--- src/rtl/trencadis_pulse_period_meter.sv ---
// Measures the spacing between rising edges of a synchronous pulse stream and reports it as distance-1,
// with a valid/ready sample port, a timeout state, a sticky overrun flag and lock detection against expected_i.
module trencadis_pulse_period_meter #(
  parameter int SIZE     = 8,
  parameter int LOCK_CNT = 4
) (
  input  logic            clk_i,
  input  logic            rst_ni,
  input  logic            enable_i,
  input  logic            pulse_i,
  input  logic [SIZE-1:0] expected_i,
  input  logic            clear_i,
  output logic [SIZE-1:0] period_o,
  output logic            valid_o,
  input  logic            ready_i,
  output logic            timeout_o,
  output logic            overrun_o,
  output logic            locked_o
);

  localparam int MW = $clog2(LOCK_CNT + 1);
  // Last counter value before saturation; reaching it without an edge means the stream has gone silent.
  localparam logic [SIZE-1:0] CNT_LAST = {{(SIZE-1){1'b1}}, 1'b0};
  localparam logic [MW-1:0]   LOCK_MAX = MW'(LOCK_CNT);

  typedef enum logic [1:0] {
    IDLE,
    MEASURE,
    TIMEOUT
  } state_e;

  state_e          state_q, state_d;
  logic [SIZE-1:0] cnt_q, cnt_d;
  logic [SIZE-1:0] period_q, period_d;
  logic            valid_q, valid_d;
  logic            overrun_q, overrun_d;
  logic            locked_q, locked_d;
  logic [MW-1:0]   match_q, match_d;
  logic            pulse_q;

  logic            edge_w;
  logic            sample_w;
  logic            drop_w;

  assign edge_w = pulse_i & ~pulse_q;

  always_comb begin
    state_d   = state_q;
    cnt_d     = cnt_q;
    period_d  = period_q;
    valid_d   = valid_q;
    overrun_d = overrun_q;
    locked_d  = locked_q;
    match_d   = match_q;
    sample_w  = 1'b0;
    drop_w    = 1'b0;

    if (!enable_i) begin
      state_d  = IDLE;
      cnt_d    = '0;
      locked_d = 1'b0;
      match_d  = '0;
    end else begin
      case (state_q)
        IDLE: begin
          if (edge_w) begin
            state_d = MEASURE;
            cnt_d   = '0;
          end
        end
        MEASURE: begin
          if (edge_w) begin
            sample_w = 1'b1;
            cnt_d    = '0;
          end else begin
            cnt_d = cnt_q + 1'b1;
            if (cnt_q == CNT_LAST) begin
              state_d = TIMEOUT;
            end
          end
        end
        TIMEOUT: begin
          // An edge here only re-arms: the gap before it is unknown, so no sample is produced.
          locked_d = 1'b0;
          match_d  = '0;
          if (edge_w) begin
            state_d = MEASURE;
            cnt_d   = '0;
          end
        end
        default: begin
          state_d = IDLE;
        end
      endcase
    end

    drop_w = sample_w & valid_q & ~ready_i;

    if (valid_q && ready_i) begin
      valid_d = 1'b0;
    end
    if (sample_w && !drop_w) begin
      period_d = cnt_q;
      valid_d  = 1'b1;
    end

    if (clear_i) begin
      overrun_d = 1'b0;
    end
    if (drop_w) begin
      overrun_d = 1'b1;
    end

    // Dropped samples still count toward lock: they are real measurements, only undeliverable.
    if (sample_w) begin
      if (cnt_q == expected_i) begin
        match_d  = (match_q == LOCK_MAX) ? LOCK_MAX : match_q + 1'b1;
        locked_d = (match_d == LOCK_MAX);
      end else begin
        match_d  = '0;
        locked_d = 1'b0;
      end
    end
  end

  always_ff @(posedge clk_i) begin
    if (!rst_ni) begin
      state_q   <= IDLE;
      cnt_q     <= '0;
      period_q  <= '0;
      valid_q   <= 1'b0;
      overrun_q <= 1'b0;
      locked_q  <= 1'b0;
      match_q   <= '0;
      pulse_q   <= 1'b0;
    end else begin
      state_q   <= state_d;
      cnt_q     <= cnt_d;
      period_q  <= period_d;
      valid_q   <= valid_d;
      overrun_q <= overrun_d;
      locked_q  <= locked_d;
      match_q   <= match_d;
      pulse_q   <= pulse_i;
    end
  end

  assign period_o  = period_q;
  assign valid_o   = valid_q;
  assign timeout_o = (state_q == TIMEOUT);
  assign overrun_o = overrun_q;
  assign locked_o  = locked_q;

endmodule
--- config.mk ---
export PLATFORM = sky130hd
export DESIGN_NAME = trencadis_pulse_period_meter
export DESIGN_NICKNAME = d
export VERILOG_FILES = /design/src/rtl/trencadis_pulse_period_meter.sv
export SDC_FILE = /design/constraint.sdc
export NUM_CORES = 1
export LEC_CHECK = 0
export CAP_MARGIN = 20
export CORE_UTILIZATION = 50
export CTS_CLUSTER_DIAMETER = 30
export DETAILED_ROUTE_END_ITERATION = 16
export GPL_ROUTABILITY_DRIVEN = 0
export PLACE_DENSITY = 0.82
export SYNTH_ARGS = -nofsm -noshare
export SYNTH_HDL_FRONTEND = slang
export SYNTH_SLANG_ARGS = --single-unit
--- constraint.sdc ---
create_clock -name clk_i -period 2.1 [get_ports clk_i]
set_clock_uncertainty 0.2 [all_clocks]
set_input_delay 0.21 -clock clk_i [delete_from_list [all_inputs] [get_ports clk_i]]
set_output_delay 0.21 -clock clk_i [all_outputs]
set_load 0.005 [all_outputs]
==> Yosys cells after proc, flatten, opt, wreduce, memory -nomap -nowiden <==
Cells that the tools add are included.
{ "classes": {"add_sub_neg": 2, "eq_ne": 10, "muxes": 23, "n_bitwise": 5, "n_reduce_logical": 11} }
{ "op_table": {"columns": ["operator", "n"], "rows": [
  ["two-way mux 8 bit", 2],
  ["one-hot mux 8 bit (2 select lines)", 1],
  ["two-way mux 3 bit", 5],
  ["two-way mux 1 bit", 11],
  ["adder 8 x 1 -> 8 bit (second input constant)", 1],
  ["== test 8 bit", 1],
  ["== test 8 bit (second input constant)", 1],
  ["== test 3 bit (second input constant)", 2],
  ["two-way mux 2 bit", 3],
  ["nonzero test 2 bit", 3],
  ["inequality test 2 bit (second input constant)", 2],
  ["one-hot mux 2 bit (2 select lines)", 1],
  ["AND reduction 2 bit", 2],
  ["adder 3 x 1 -> 3 bit (second input constant)", 1],
  ["bitwise AND 1 bit", 3],
  ["inequality test 3 x 1 -> 1 bit (second input constant)", 1],
  ["AND reduction 3 bit", 1],
  ["== test 2 x 1 -> 1 bit (second input constant)", 1],
  ["== test 2 bit (second input constant)", 1],
  ["logical AND 1 bit", 2],
  ["zero test 2 bit", 1],
  ["inequality test 2 x 1 -> 1 bit (second input constant)", 1],
  ["NOT 1 bit", 2],
  ["OR reduction 2 bit", 1],
  ["zero test 1 bit", 1]
]} }
{ "totals": {"regBits": 25, "in_bits": 14, "out_inout_bits": 12, "wordCells": 59} }

==> Depth between registers and ports, before layout <==
Gate-level depths: netlist (run 1).
{ "depth": {"ltp_word": 10, "depth_mapped": 7} }

==> Worst setup path before layout (run 1) <==
No wires, ideal clock.
{ "synth_path": {"kind": "register to register", "from": "register cnt_q[0]", "to": "register match_q[2]", "setup_time_ns": 0.058, "arrival_time_ns": 1.243, "required_time_ns": 1.842, "slack_ns": 0.599, "stages_incl_launch_ff": 6, "period_less_slack_ns": 1.501, "path_cell_list": "dfxtp_1 -> clkbuf_1 -> xnor2_1 -> nand4_1 -> nor4_2 -> o22a_1"} }
{ "synth_between": {"elab_chain_len": 3} }
{ "synth_lines": {"columns": ["element", "line_no", "rtl"], "rows": [
  ["from (decl)", "33", "logic [SIZE-1:0] cnt_q, cnt_d;"],
  ["from (signal assigned)", "138", "cnt_q <= cnt_d;"],
  ["== test 8 bit", "116", "if (cnt_q == expected_i) begin"],
  ["two-way mux 3 bit", "116", null],
  ["two-way mux 3 bit", "115", "if (sample_w) begin"],
  ["to (signal assigned)", "143", "match_q <= match_d;"],
  ["to (decl)", "38", "logic [MW-1:0] match_q, match_d;"]
]} }
Every way passes these cells.
A chain may end at the register's enable or synchronous reset.

==> Worst setup path in the final report (run 1) <==
{ "layout_path": {"from": "register state_q[1]", "to": "output port timeout_o"} }
{ "layout_between": {"elab_chain_len": 1} }
{ "layout_lines": {"columns": ["element", "line_no", "rtl"], "rows": [
  ["from (decl)", "32", "state_e state_q, state_d;"],
  ["from (signal assigned)", "137", "state_q <= state_d;"],
  ["== test 2 bit", "150", "assign timeout_o = (state_q == TIMEOUT);"],
  ["to (decl)", "16", "output logic timeout_o,"]
]} }
Every way passes these cells.

==> results of run 1 <==
==> synth_stat cells <==
cell / n / area [sq um]
sky130_fd_sc_hd__a211oi_1: 1 / 7.51
sky130_fd_sc_hd__o21a_1: 1 / 7.51
sky130_fd_sc_hd__o311a_1: 1 / 10.0
sky130_fd_sc_hd__xnor2_1: 8 / 70.1
sky130_fd_sc_hd__nor3_1: 9 / 45.0
sky130_fd_sc_hd__a311oi_1: 2 / 17.5
sky130_fd_sc_hd__nand3_1: 6 / 30.0
sky130_fd_sc_hd__or2b_1: 1 / 7.51
sky130_fd_sc_hd__and3_1: 1 / 6.26
sky130_fd_sc_hd__buf_2: 5 / 25.0
sky130_fd_sc_hd__nand2_2: 1 / 6.26
sky130_fd_sc_hd__nor4_1: 3 / 18.8
sky130_fd_sc_hd__o21ai_0: 6 / 30.0
sky130_fd_sc_hd__nor3_2: 2 / 20.0
sky130_fd_sc_hd__a31oi_1: 2 / 12.5
sky130_fd_sc_hd__o22ai_1: 1 / 6.26
sky130_fd_sc_hd__and2_1: 3 / 18.8
sky130_fd_sc_hd__a22oi_1: 1 / 7.51
sky130_fd_sc_hd__nor2b_1: 11 / 68.8
sky130_fd_sc_hd__a22o_1: 3 / 26.3
sky130_fd_sc_hd__nand3_4: 2 / 35.0
sky130_fd_sc_hd__nor4_2: 1 / 12.5
sky130_fd_sc_hd__buf_4: 1 / 7.51
sky130_fd_sc_hd__a21boi_0: 1 / 7.51
sky130_fd_sc_hd__xor2_1: 1 / 8.76
sky130_fd_sc_hd__nand3b_1: 1 / 7.51
sky130_fd_sc_hd__clkbuf_1: 3 / 11.3
sky130_fd_sc_hd__nand4_1: 4 / 25.0
sky130_fd_sc_hd__o22a_1: 1 / 8.76
sky130_fd_sc_hd__a21oi_1: 6 / 30.0
sky130_fd_sc_hd__nor3b_1: 1 / 7.51
sky130_fd_sc_hd__and4bb_4: 1 / 16.3
sky130_fd_sc_hd__nand2b_1: 3 / 18.8
sky130_fd_sc_hd__inv_1: 5 / 18.8
sky130_fd_sc_hd__nor2_1: 6 / 22.5
sky130_fd_sc_hd__nand2_1: 3 / 11.3
sky130_fd_sc_hd__dfxtp_1: 25 / 500
sky130_fd_sc_hd__ha_1: 4 / 50.1
sky130_fd_sc_hd__mux2i_1: 8 / 80.1
==> where the power goes <==
part           internal (mW)  total, mW  switching [mW]
clock network         0.0715      0.219           0.148
logic                 0.0428     0.0790          0.0362
registers              0.477      0.480         0.00352
total                  0.591      0.779           0.188
==> area by class of cell <==
cell class | instances | area, sq um
Clock inverter | 1 | 5.00
Fill cell | 225 | 852
Clock buffer | 3 | 22.5
Multi-Input combinational cell | 106 | 761
Tap cell | 30 | 37.5
Sequential cell | 25 | 500
Timing Repair Buffer | 29 | 280
Inverter | 5 | 18.8
==> metal layers <==
metal,routed length [um],vias up,track usage [%]
li1,-,568,-
met1,1290,519,26.6
met2,1340,42,38.8
met3,172,2,2.87
met4,34,0,9.65
met5,0,-,0
==> how the worst max path moves through the flow <==
stage / start / to / cells after the start
2_1_floorplan: cnt_q[0] / match_q[2] / 5
3_3_place_gp: pulse_i / match_q[2] / 5
3_5_place_dp: pulse_i / cnt_q[7] / 6
4_1_cts: state_q[1] / timeout_o / 2
5_1_grt: state_q[1] / timeout_o / 2
6_report: state_q[1] / timeout_o / 2
==> stage by stage <==
stage / area, sq um / instances / util (%)
CTS: 1620 / 199 / 65.5
finish: 1630 / 199 / 65.6
floorplan: 1320 / 145 / -
detailed placement: 1600 / 195 / 64.4
global route: 1630 / 199 / 65.6
global placement: 1600 / 195 / 64.4
==> state kept, by name, indices dropped and copies added (netlist names) <==
name       count
cnt_q          8
locked_o       1
match_q        3
overrun_o      1
period_o       8
pulse_q        1
state_q        2
valid_o        1
==> logic make-up after synthesis <==
group	count (synthesis)	synth area share (%)
flip-flops	25	37.9
XOR/XNOR	9	5.97
AND/OR/NAND/NOR	59	28.6
AO/OA/AOI/OAI	26	13.0
adder cells (fa/ha/maj)	4	3.79
multiplexers	8	6.06
buffers and inverters	14	4.73
==> critical path: cells and delay by family (launching register included) <==
family | cells | cell delay [ps]
simple gates | 1 | 240
buf+inv | 1 | 530
flops | 1 | 450
==> cells in the final DEF, fill, tap and decap left out, types with 2 or more instances in the layout <==
cell type / netlist / routed
sky130_fd_sc_hd__dfxtp_1: 25 / 25
sky130_fd_sc_hd__clkdlybuf4s50_1: 0 / 25
sky130_fd_sc_hd__nor2b_1: 11 / 10
sky130_fd_sc_hd__nor3_1: 9 / 9
sky130_fd_sc_hd__mux2i_1: 8 / 8
sky130_fd_sc_hd__xnor2_1: 8 / 8
sky130_fd_sc_hd__nand3_1: 6 / 6
sky130_fd_sc_hd__o21ai_0: 6 / 6
sky130_fd_sc_hd__nor2_1: 6 / 6
sky130_fd_sc_hd__a21oi_1: 6 / 6
sky130_fd_sc_hd__inv_1: 5 / 5
sky130_fd_sc_hd__nand4_1: 4 / 4
sky130_fd_sc_hd__ha_1: 4 / 4
sky130_fd_sc_hd__buf_4: 1 / 4
sky130_fd_sc_hd__nand2b_1: 3 / 3
sky130_fd_sc_hd__nand2_1: 3 / 3
sky130_fd_sc_hd__nor4_1: 3 / 3
sky130_fd_sc_hd__and2_1: 3 / 3
sky130_fd_sc_hd__a22o_1: 3 / 3
sky130_fd_sc_hd__clkbuf_4: 0 / 3
sky130_fd_sc_hd__nand3_4: 2 / 2
sky130_fd_sc_hd__nor3_2: 2 / 2
sky130_fd_sc_hd__a31oi_1: 2 / 2
sky130_fd_sc_hd__a311oi_1: 2 / 2
==> timing repair <==
action,4_1_cts,5_1_grt
endpoints found under the setup margin,0,1
endpoints found under the hold margin,0,0
gates resized for setup,0,1
==> results.md, run 1 <==
STA:
- The number of max-slew violations in the final report was 0.
- The total of endpoints with negative setup slack in the final report is 0.
- Once routing completed, OpenROAD measured the worst setup slack at 139 ps.
- Timing would allow up to 0.510 GHz.
- For the pin with the worst max-slew slack, the measured transition is 503 ps.
- The sum of negative setup slack is 0 ps.
- The remaining max-slew budget at the tightest pin is approximately two thirds.
- Setup repair after global routing left no endpoint under its margin.
- Dividing the final minimum period by the clock period gives ~93%.
- The worst hold slack is 310 ps.
- The hold violation count in the final report is 0.
- The post-route minimum period is 1960 ps.

Worst setup path:
- STA classifies the critical path startpoint as a flip-flop.
- The worst setup path is captured at an output pin.
- The worst flop-to-flop path startpoint is cnt_q[0].
- The end of the worst register-to-register path is cnt_q[6].
- The data arrival time of the worst path is roughly 1600 ps.
- The cell with the largest stage delay on the worst path is sky130_fd_sc_hd__clkdlybuf4s50_1.
- Measured in cells, the most critical reg-to-reg path has a length of 4.
- The maximum fanout count along the critical path is 7.
- For this run, the slowest stage of the critical path takes approximately 530 ps.
- The critical setup path kind is flip-flop to output pin.
- Traced cell by cell, the critical path runs through nor2b_2, clkdlybuf4s50_1.
- The reg2reg setup slack is 370 ps.
- The data required time at the worst endpoint is about 1700 ps.

CTS:
- The clock passes through at most 2 buffers.
- After clock tree synthesis, the setup repair step added 0 buffers.
- In this run the number of H-tree levels came out at 1.
- The clock tree from TritonCTS is done.
- The register clock-pin slew on the reported worst setup and hold paths is roughly 140 ps.
- The number of sinks on the clock net is 25.
- The clock tree root buffer cell is sky130_fd_sc_hd__clkbuf_4.
- Clock latency on the worst-skew pair, taken at its later pin, is 330 ps.
- The number of CTS-inserted buffers is 3.
- The count of hold-fix buffers inserted at cts is 0.

Routing:
- The total routed wirelength is 2840 um.
- For this block, the initial DRC count from the detailed router was 29.
- The remaining antenna violation count after routing is 0.
- The first TritonRoute pass finished after 7 iterations.
- The count of unresolved DRC violations after routing is 0.
- Dividing the detail-routed wire length by the instance count gives 14.3 um.
- Summing over every cut layer, the via total after detailed routing is 1131.
- The number of vias per cell is 5.68.

Yosys:
- The number of nets in the synthesized netlist is 163.
- The number of distinct library cells after synthesis is 39.
- The mean instance size in the synthesized netlist is 9.11 sq um.
- For this run, the register share of the synthesized area comes to between 30 and 40%.
- In this run the cell area of the synthesized design comes to 0.00132 sq mm.
- The cell count after synthesis is ~150.
- The Yosys step of the flow raised 0 warnings.
- After synthesis the netlist holds a flip-flop and latch count of 25.

Run status:
- The flow ran to the end, and the final reports show no timing, DRC or antenna violations.

Global routing:
- The global router's overall resource usage is between 20% and 30%.
- The maximum number of pins on one net before global-route repair is 15.
- The number of global-route vias before repair was 1048.
- The initial antenna violation count is 0.
- For this run the aggregate overflow at the end of global routing stands at 0.
- The first global-routing pass estimated 4550 um of wire.

Placement:
- Prior to clock tree synthesis, the placed netlist has a worst setup slack of 231 ps.
- Once detailed placement completed, the half-perimeter wirelength came to 2130 um.
- Port buffering added 25 buffers.

Floorplan:
- Once the floorplan was initialized, standard cells occupied between 50 and 60% of the core.
- 26 I/O pins were placed.
- The vertical die dimension is 53.4 um.
- The chip width is 53.4 um.
- The site row count is 18.
- After floorplanning, the core was sized to cover 0.00248 sq mm.
- The die area is 0.00285 sq mm.

Power and ir drop:
- Overall power consumption after layout is estimated at between 0.7 and 0.8 mW.
- The peak ir drop on the vdd network is about 0.47 mV.
- Dividing total power by cell area gives a power density of 479 mW/mm^2.
- In this run the static leakage power is approximately 0.59 nW.

Cells and area:
- The share of post-route cells with drive strength above 1 is 9.47%.
- The repair_antennas step left the layout with diodes totalling 0.
- From synthesis to final layout, the design area changed by 23.0%.
- At the end of the flow, the number of nets in the layout was 188.

Hold path:
- The worst hold path belongs to the class flip-flop to flip-flop.
- Along the worst hold path, the cell count comes to 1.
- The worst hold path begins at locked_o.
- The worst hold endpoint is locked_o.

Run:
- The number of max-capacitance violations reported is 0.
Note: power is estimated with default switching activity, not from simulation.
==> run 2: changes to the inputs <==
--- a/config.mk
+++ b/config.mk
@@ -11,6 +11,7 @@
 export DETAILED_ROUTE_END_ITERATION = 16
 export GPL_ROUTABILITY_DRIVEN = 0
 export PLACE_DENSITY = 0.82
+export RECOVER_POWER = 100
 export SYNTH_ARGS = -nofsm -noshare
 export SYNTH_HDL_FRONTEND = slang
 export SYNTH_SLANG_ARGS = --single-unit
==> results.md, run 2 (synthesized netlist as in run 1, its figures left out) <==
CTS:
- Clock tree synthesis selected as its root buffer the cell sky130_fd_sc_hd__clkbuf_4.
- The count of hold-fix buffers inserted at cts is 0 (unchanged).
- The number of CTS-inserted buffers is 3 (unchanged).
- The clock tree buffer depth is 2 (unchanged).
- TritonCTS built the clock tree.
- The clock latency reported for the late side of the worst-skew pair is 330 ps (about the same).
- The depth of the CTS H-tree is 1 (unchanged).
- The register clock-pin slew on the reported worst setup and hold paths is 140 ps (about the same).
- The number of sinks on the clock net is 25 (unchanged).

STA:
- The maximum achievable frequency came to 0.512 GHz (+0.46%).
- The slew of the pin with the lowest slew margin was 517 ps (+14.1 ps).
- The worst hold slack was 303 ps (-7.88 ps).
- The sum of negative setup slack was 0 ps (unchanged).
- The hold violation count in the final report was 0 (unchanged).
- The number of max-slew violations in the final report is 0 (unchanged).
- The share of the clock period used by the worst path came to 93.0% (-0.43 points).
- The post-route minimum period is 1950 ps (-9.07 ps).
- The total of endpoints with negative setup slack in the final report is 0 (unchanged).
- The remaining max-slew budget at the tightest pin is 65.3% (-0.95 points).
- Setup repair after global routing left no endpoint under its margin.
- The least setup slack across all paths after layout was 148 ps (+9.07 ps).

Cells and area:
- The library cell used most frequently in the layout, excluding fill and tap cells, is sky130_fd_sc_hd__dfxtp_1.
- The area taken by flip-flops and latches is 500 sq um (unchanged).
- The antenna diode instance count was 0 (unchanged).
- The footprint of the multi-input gates is 739 sq um (-2.8%).
- The number of filler cells placed in the layout is 229 (+1.8%).
- The cell area after layout is 0.00160 sq mm (-1.3%).
- The net count reported at finish is 188 (unchanged).
- The top cell types in the final layout, fill and taps aside, are sky130_fd_sc_hd__dfxtp_1, sky130_fd_sc_hd__clkdlybuf4s50_1, sky130_fd_sc_hd__dlygate4sd3_1.
- The utilization after layout is 64.7% (-0.86 points).
- Compared with the post-synthesis result, the final layout area differs by 21.4%.
- The share of post-route cells with drive strength above 1 is 7.69% (-1.8 points).

Floorplan:
- The die area is 0.00285 sq mm (unchanged).
- The top-level port count was 26 (unchanged).
- The effective utilization at floorplan is 53.3% (unchanged).
- The area inside the core boundary is 0.00248 sq mm (unchanged).
- The vertical die dimension came to 53.4 um (unchanged).
- The site row count is 18 (unchanged).
- The chip width is 53.4 um (unchanged).

Worst setup path:
- STA classifies the critical path endpoint as an output pin.
- The slowest stage of the critical path is the sky130_fd_sc_hd__clkdlybuf4s50_1 cell.
- The critical path goes through nor2b_2, clkdlybuf4s50_1.
- The highest cell delay on the worst timing path is 530 ps (about the same).
- The maximum fanout count along the critical path is 7 (unchanged).
- The critical setup path kind is flip-flop to output pin.
- STA classifies the critical path startpoint as a flip-flop.
- The data required time at the worst endpoint is 1690 ps (about the same).
- The data arrival time of the worst path was 1540 ps (about the same).

Placement:
- The placed wire-length estimate after detailed placement is 2130 um (unchanged).
- The total of buffers placed on input and output ports is 25 (unchanged).
- The pre-CTS worst setup slack was 231 ps (unchanged).
- The placed standard-cell area is 0.00160 sq mm (unchanged).

Routing:
- The detailed-router iteration count before antenna repair is 4 (-3).
- The number of vias per cell came to 5.72 (+0.71%).
- The count of unresolved DRC violations after routing is 0 (unchanged).
- The remaining antenna violation count after routing is 0 (unchanged).
- The total routed wirelength is 2830 um (-0.11%).
- The via count is 1139 (+0.71%).
- The first-iteration detailed-routing DRC count is 32 (+10%).
- The wire length per cell after detailed routing is 14.2 um (-0.11%).

Global routing:
- The first-pass GRT wire length came to 4550 um (unchanged).
- The total global routing overflow is 0 (unchanged).
- The global-route track usage on met3 is 2.87% (unchanged).
- The maximum number of pins on one net before global-route repair came to 15 (unchanged).
- The number of global-route vias before repair is 1048 (unchanged).
- The fraction of met2 tracks used by global routing was 38.8% (unchanged).
- The global router's overall resource usage is 22.2% (unchanged).
- The initial antenna violation count is 0 (unchanged).
- The most heavily used metal layer in global routing is met2.
- The global-route track usage on met1 is 26.6% (unchanged).

Run status:
- The flow ran to the end, and the final reports show no timing, DRC or antenna violations.

Power and ir drop:
- The leakage power of the design is 0.631 nW (+6.9%).
- The power per unit of standard cell area is 484 mW/mm^2 (+0.94%).
- The peak ir drop on the vdd network came to 0.473 mV (about the same).

Hold path:
- The type of the tightest min-delay check is flip-flop to flip-flop.

Run:
- The number of max-capacitance violations reported is 0 (unchanged).
-- run 2: cell count changes in the layout (fill, tap and decap cells not counted), sizes merged --
cell,before,now
clkdlybuf4s50,25,13
dlygate4sd3,0,12
-- run 2: layout make-up --
class | count | share of cell area, %
multi-input cells | 106 | 46.1
inverters | 5 | 1.17
flip-flops and latches | 25 | 31.2
clock buffers | 3 | 1.40
repair buffers | 29 | 17.5
well taps | 30 | 2.34
clock inverters | 1 | 0.312
-- run 2: repair_timing --
action / in CTS / in global routing
setup buffers: 0 / 0
setup endpoints to repair: 0 / 1
resized for setup: 0 / 1
-- run 2: layer usage --
| layer | wire length, um | up-vias |
|---|---|---|
| met1 | 1300 | 529 |
| met2 | 1330 | 40 |
| met3 | 166 | 2 |
| met4 | 34 | 0 |
| li1 | - | 568 |
| met5 | 0 | - |
-- run 2: worst max-delay path: cells and delay by family, from the launching register on --
kind / cells / cell delay [ps]
AND/OR/NAND/NOR: 1 / 240
flip-flops: 1 / 440
buffers and inverters: 1 / 530
-- run 2: per-stage QoR --
stage | total power, mW | cells
final | 0.776 | 199
after global routing | 0.813 | 199
after CTS | 0.790 | 199
after detailed placement | 0.569 | 195
after global placement | 0.568 | 195
after floorplan | 0.529 | 145
-- run 2: path summary, 6_finish.rpt --
kind              cells after the start        from         end  slack, ps
setup / recovery                      2  state_q[1]   timeout_o        150
hold / removal                        1    locked_o    locked_o        300
setup reg to reg                      4  state_q[0]  match_q[1]        250
hold reg to reg                       1    locked_o    locked_o        300
-- run 2: where the power goes --
group / total, mW / internal [mW] / switching, mW / leakage, nW
logic: 0.0763 / 0.0416 / 0.0347 / 0.411
registers: 0.480 / 0.477 / 0.00342 / 0.202
clock network: 0.219 / 0.0715 / 0.148 / 0.0177
total: 0.776 / 0.590 / 0.186 / 0.631
==> run 3: changes to the inputs <==
--- a/config.mk
+++ b/config.mk
@@ -7,7 +7,7 @@
 export LEC_CHECK = 0
 export CAP_MARGIN = 20
 export CORE_UTILIZATION = 50
-export CTS_CLUSTER_DIAMETER = 30
+export CTS_CLUSTER_DIAMETER = 80
 export DETAILED_ROUTE_END_ITERATION = 16
 export GPL_ROUTABILITY_DRIVEN = 0
 export PLACE_DENSITY = 0.82
==> results of run 3 <==
The final DEF is identical to that of run 2; final timing and power are the same.
